File: src/rtl/ram_port_arbiter.sv
`default_nettype none
// ============================================================================
// ram_port_arbiter: round-robin two-master arbiter/sequencer for a 32x8 RAM
// Revision: 1.0
// ============================================================================
module ram_port_arbiter #(
  parameter int AW = 5,
  parameter int DW = 8
) (
  input  logic          clk,
  input  logic          rst,
  input  logic          req0_i,
  input  logic          we0_i,
  input  logic [AW-1:0] addr0_i,
  input  logic [DW-1:0] wdata0_i,
  output logic          ack0_o,
  input  logic          req1_i,
  input  logic          we1_i,
  input  logic [AW-1:0] addr1_i,
  input  logic [DW-1:0] wdata1_i,
  output logic          ack1_o,
  output logic [DW-1:0] rdata_o,
  output logic          busy_o,
  output logic          ram_cs_o,
  output logic          ram_we_o,
  output logic          ram_re_o,
  output logic          ram_oe_o,
  output logic [AW-1:0] ram_addr_o,
  output logic [DW-1:0] ram_din_o,
  input  logic [DW-1:0] ram_dout_i
);

  typedef enum logic [2:0] {
    S_IDLE = 3'd0,
    S_WR   = 3'd1,
    S_RD   = 3'd2,
    S_CAP  = 3'd3,
    S_DONE = 3'd4
  } state_t;

  state_t        state_q, state_d;
  logic          ptr_q, ptr_d;
  logic          win_q, win_d;
  logic          we_q, we_d;
  logic [AW-1:0] addr_q, addr_d;
  logic [DW-1:0] wdata_q, wdata_d;
  logic [DW-1:0] rdata_q, rdata_d;

  logic w_cs, w_we, w_re, w_oe, w_ack0, w_ack1;

  // Master 1 wins when it is the only requester, or both request and it holds priority.
  logic w_pick1;
  assign w_pick1 = req1_i & (~req0_i | ptr_q);

  always_ff @(posedge clk) begin
    if (rst) begin
      state_q <= S_IDLE;
      ptr_q   <= 1'b0;
      win_q   <= 1'b0;
      we_q    <= 1'b0;
      addr_q  <= '0;
      wdata_q <= '0;
      rdata_q <= '0;
    end else begin
      state_q <= state_d;
      ptr_q   <= ptr_d;
      win_q   <= win_d;
      we_q    <= we_d;
      addr_q  <= addr_d;
      wdata_q <= wdata_d;
      rdata_q <= rdata_d;
    end
  end

  always_comb begin
    state_d = state_q;
    ptr_d   = ptr_q;
    win_d   = win_q;
    we_d    = we_q;
    addr_d  = addr_q;
    wdata_d = wdata_q;
    rdata_d = rdata_q;
    w_cs    = 1'b0;
    w_we    = 1'b0;
    w_re    = 1'b0;
    w_oe    = 1'b0;
    w_ack0  = 1'b0;
    w_ack1  = 1'b0;
    case (state_q)
      S_IDLE: begin
        if (req0_i | req1_i) begin
          win_d   = w_pick1;
          we_d    = w_pick1 ? we1_i    : we0_i;
          addr_d  = w_pick1 ? addr1_i  : addr0_i;
          wdata_d = w_pick1 ? wdata1_i : wdata0_i;
          state_d = we_d ? S_WR : S_RD;
        end
      end
      S_WR: begin
        w_cs    = 1'b1;
        w_we    = 1'b1;
        state_d = S_DONE;
      end
      S_RD: begin
        w_cs    = 1'b1;
        w_re    = 1'b1;
        state_d = S_CAP;
      end
      S_CAP: begin
        // Output enable exposes the word latched during RD; the repeat read is harmless.
        w_cs    = 1'b1;
        w_re    = 1'b1;
        w_oe    = 1'b1;
        rdata_d = ram_dout_i;
        state_d = S_DONE;
      end
      S_DONE: begin
        w_ack0  = ~win_q;
        w_ack1  = win_q;
        ptr_d   = ~win_q;
        state_d = S_IDLE;
      end
      default: state_d = S_IDLE;
    endcase
  end

  // Reset masks the strobes immediately so an aborted transfer never touches the RAM.
  assign ram_cs_o   = w_cs & ~rst;
  assign ram_we_o   = w_we & ~rst;
  assign ram_re_o   = w_re & ~rst;
  assign ram_oe_o   = w_oe & ~rst;
  assign ack0_o     = w_ack0 & ~rst;
  assign ack1_o     = w_ack1 & ~rst;
  assign ram_addr_o = addr_q;
  assign ram_din_o  = wdata_q;
  assign rdata_o    = rdata_q;
  assign busy_o     = (state_q != S_IDLE);

endmodule
`default_nettype wire

File: config.mk
export PLATFORM = sky130hd
export DESIGN_NAME = ram_port_arbiter
export DESIGN_NICKNAME = d
export VERILOG_FILES = /design/src/rtl/ram_port_arbiter.sv
export SDC_FILE = /design/constraint.sdc
export NUM_CORES = 1
export LEC_CHECK = 0
export BUFFER_PORTS_ARGS = -buffer_cell sky130_fd_sc_hd__clkbuf_2
export CAP_MARGIN = 20
export CORE_UTILIZATION = 46
export DETAILED_ROUTE_END_ITERATION = 8
export PLACE_DENSITY = 0.81
export SETUP_SLACK_MARGIN = 0.5
export SLEW_MARGIN = 20
export SYNTH_ARGS = -nofsm -noshare
export SYNTH_HDL_FRONTEND = slang
export SYNTH_SLANG_ARGS = --single-unit
File: constraint.sdc
create_clock -name clk -period 2.31 [get_ports clk]
set_input_delay 0.462 -clock clk [delete_from_list [all_inputs] [get_ports clk]]
set_output_delay 0.462 -clock clk [all_outputs]
set_load 0.02 [all_outputs]
; After elaboration in Yosys (flattened, before gate mapping)
; Cells that the tools add are included.
; Widths: inputs -> output; s select.
[word_totals]
wordCells = 41
ff_bits = 26
[op_classes]
n_reduce_logical = 6
eq_ne = 5
n_bitwise = 12
muxes = 12
[ops]
columns = op, count
row1 = $pmux 3 s3, 1
row2 = $mux 8, 1
row3 = $and 1x1->1, 7
row4 = $mux 1, 7
row5 = $eq 3x2->1 const B, 2
row6 = $mux 5, 1
row7 = $reduce_or 2->1, 2
row8 = $eq 3x1->1 const B, 1
row9 = $eq 3x3->1 const B, 1
row10 = $logic_not 3->1, 1
row11 = $mux 3, 1
row12 = $not 1->1, 3
row13 = $reduce_bool 3->1, 1
row14 = $reduce_or 3->1, 1
row15 = $mux 2, 1
row16 = $ne 2x2->1 const B, 1
row17 = $or 1x1->1, 2
row18 = $reduce_and 2->1, 1

; Logic depth before layout (Yosys ltp)
[depth]
ltp_word = 7
mapped_depth = 6

; Worst setup path before layout
; Ideal clock, no wire load.
[synth_timing]
path_type = reg2out
from = reg state_q[2]
to = out ack1_o
n_path_buf = 0
stages_incl_launch_ff = 3
t_arrival_ps = 1385
slack_ps = 463
cell_sequence = dfxtp_1 > or3b_2 > nor3b_1
[synth_between]
elab_chain_len = 3
[synth_lines]
columns = element, line
row1 = start: declaration, 41  ; state_t state_q, state_d;
row2 = start signal: assignment, 65  ; state_q <= state_d;
row3 = $eq 3x3->1, 89  ; case (state_q)
row4 = $mux 1, 89
row5 = $and 1x1->1, 133  ; assign ack1_o = w_ack1 & ~rst;
row6 = end: declaration, 21  ; output logic ack1_o,
; Every way passes these cells.

; Worst setup path in the final report
; Same ends and word-level chain as after synthesis.

==> implementation parameters <==
Parameter                              Value

Pwr
  Standby leakage power ... 0.875 nW
  Power per Cell Area ... 747 nW/um^2
  Power share of the sequential group ... 46.2%
  Internal power contribution ... 769 uW
  Clock share of power ... 15.3%
  Total net switching power ... 431 uW
  Worst supply voltage drop on vdd ... 0.455 mV
  Comb pwr share ... 38.5%
  Switching Share ... 35.9%

Detailed routing
  Routed wire length per instance ... 12.6 um
  Total number of vias ... 1080
  DRC ... 0
  Number of DRC violations after detailed-routing iteration 0 ... 3
  Per-cell via count in the routed design ... 5.07
  First-pass DRT Iterations ... 3
  Count of nets left with antenna violations after detail routing ... 0
  Wire length after detailed routing ... 2690 um

Cells and area
  Area of all placed cells without fillers ... 1610 sq um
  Fraction of layout instances using a drive strength above 1 ... 52.5%
  Growth of design area from synthesis to finish ... 34.0%
  Total area of multi-input combinational cells ... 622 sq um
  Net count, final ... 225
  Layout Cells excl Fill ... 213
  Filler Cell Count ... 239
  Sequential cell area ... 529 sq um
  Diode insertion count for antenna repair ... 0

Clock network
  Maximum level of the CTS H-tree ... 1
  Post-cts hold buffer count ... 0
  Total number of clock tree sinks ... 26
  CTS tree ... built
  Number of clock buffers inserted by TritonCTS ... 3
  Root Driver ... clkbuf_4
  Clock insertion delay at the later pin of the skew report ... 0.31 ns
  Clock transition at path regs ... 0.13 ns
  Buffer depth of the longest clock path ... 2

Logic synthesis
  Commonest cells in the netlist ... dfxtp_1, nor2_1, mux2i_1
  Average cell area after synthesis ... 10.4 sq um
  Synthesized net count ... 155
  Ys async rst share ... 0%
  Yosys reg bits ... 26
  Area share of the leading cell type in the synthesized netlist ... 43.4%
  Mapped cell area ... 1200 sq um
  Count of warnings emitted by yosys ... 0
  Number of synthesized flops with an enable pin ... 0
  Primary FF master, synth ... dfxtp_1
  Number of standard cells after synthesis ... 115
  Main area contributors after synthesis ... dfxtp_1, mux2i_1, a211oi_2
  Post-synth top area cell ... dfxtp_1
  Cell variety after synth ... 28
  Post-synthesis sequential area ratio ... 43.4%

Die
  Area of the die ... 2810 sq um
  IO Pins ... 68
  Die Height ... 53.0 um
  Count of standard-cell rows ... 18
  Die Wd ... 53.0 um
  Core footprint ... 2480 sq um
  Effective utilization at floorplan ... 48.4%

STA
  Slew margin rel. ... 66.2%
  Unrepaired setup endpoints after global routing ... true
  Clock skew after layout ... 0.00293 ns
  Number of setup violations in the final report ... 0
  Minimum period implied by the final worst setup slack ... 1.88 ns
  Final count of pins violating max slew ... 0
  Hold Vio Cnt, Final ... 0
  Minimum hold slack ... 0.383 ns
  Portion of the clock cycle consumed by the worst path in the final layout ... 81.6%
  Maximum achievable frequency ... 531 MHz
  Measured slew at the worst slew-check pin ... 0.505 ns
  Sum Neg Setup Slack ... 0 ns

Critical path
  Critical path capture point ... ack1_o
  Crit path buffers/inverters ... 1
  Critical path capture point type ... primary output
  Arrival time of the worst setup path ... 1.42 ns
  Timing startpoint of the critical path ... state_q[2]
  Logic depth of the worst register-to-register path ... 6
  Critical path startpoint category ... flop
  Worst reg2reg startpoint ... state_q[0]
  Worst Setup Path Type ... reg -> out
  Crit-path max cell delay ... 0.42 ns
  Largest fanout of any net on the critical path ... 5
  CP cell instances ... or3b_4, nor3b_2, buf_4
  Reg2reg end ... ram_din_o[3]
  Worst path depth ... 3
  Flop-to-flop setup slack ... 0.72 ns
  Max stage delay cell, worst path ... or3b_4
  Required @ worst endpoint ... 1.85 ns
  Dominant delay contributor by cell family on the critical path ... simple AND/OR/NAND/NOR gates

GRT
  Total overflow reported by the global router ... 0
  Number of antenna violations at the first check in global routing ... 0
  First-pass GRT wire length ... 4270 um
  Via count of the first global-routing pass ... 1018
  Largest net degree at the start of global routing ... 27
  Global router's overall resource usage ... 21.1%

Placed design
  Count of input and output buffers ... 67
  Total placed cells including tap cells ... 207
  Detailed-placement wirelength estimate ... 2120 um
  Global placer's final weighted congestion ... 0.678
  Area after detailed placement ... 1540 sq um

Job
  Reported max-cap violation count ... 0

Hold path
  Type of the worst min-delay path ... in -> reg
  Hold path depth ... 3

Outcome
  Result of the run ... complete, no violations
[power groups by stage]
stage | Sequential [mW] | Clock, mW | Combinational [mW]
3_5_place_dp | 0.568 | 0 | 0.432
4_1_cts | 0.553 | 0.190 | 0.455
2_1_floorplan | 0.627 | 0 | 0.270
6_report | 0.554 | 0.183 | 0.462
5_1_grt | 0.562 | 0.209 | 0.510
3_3_place_gp | 0.564 | 0 | 0.418
[timing repair]
item,in CTS,in global routing
endpoints found under the setup margin,3,5
gates resized for setup,8,6
pin swaps,0,1
setup buffers,3,0
[registers in the layout (all words and copies together) (netlist names)]
signal / count
ptr_q: 1
ram_din_o: 8
win_q: 1
ram_addr_o: 5
rdata_o: 8
state_q: 3
[worst min-delay path by stage]
stage	from	end
global route	ram_dout_i[3]	rdata_o[3]
finish	ram_dout_i[5]	rdata_o[5]
floorplan	win_q	win_q
global placement	rdata_o[2]	rdata_o[2]
detailed placement	rdata_o[3]	rdata_o[3]
CTS	ram_dout_i[7]	rdata_o[7]
[metrics by stage]
| stage | utilization, % | power [mW] | setup slack (ns) |
|---|---|---|---|
| CTS | 64.5 | 1.20 | 0.402 |
| global placement | 62.0 | 0.983 | 0.521 |
| floorplan | - | 0.897 | 0.568 |
| global route | 64.8 | 1.28 | 0.360 |
| detailed placement | 62.0 | 1.00 | 0.437 |
| finish | 64.8 | 1.20 | 0.426 |
[final cells by class]
| cell class | count | area share [%] |
|---|---|---|
| sequential | 26 | 32.9 |
| timing repair buffer | 73 | 24.1 |
| multi-input combinational | 79 | 38.7 |
| clock buffer | 3 | 1.40 |
| inverter | 2 | 0.467 |
| tap | 30 | 2.34 |
[tightest hold or removal path, cell delays in order]
cell and delay [ns]:
clkbuf_2 0.07, mux2i_1 0.05, nor2_1 0.08
[layout by cell type (no fill, tap or decap), types with 2 or more instances in the layout]
cell type,instances
dfxtp_4,2
nor2_1,26
buf_4,9
dfxtp_1,23
a211oi_2,9
a211oi_1,4
clkbuf_2,64
mux2i_1,21
clkbuf_4,3
and2_1,2
o21a_1,2
[cell families after synthesis]
family	after synthesis	synth area share, %
simple gates	36	14.3
compound gates	21	17.5
buf+inv	10	6.26
flops	26	43.4
mux	22	18.5
[per-layer routing]
layer	part of all wire, %	global-route usage (%)
met5	0	0
met4	1.6	9.21
met3	7.0	2.87
met2	50	39.2
met1	41	23.4
Power figures use the tool's default switching activity.
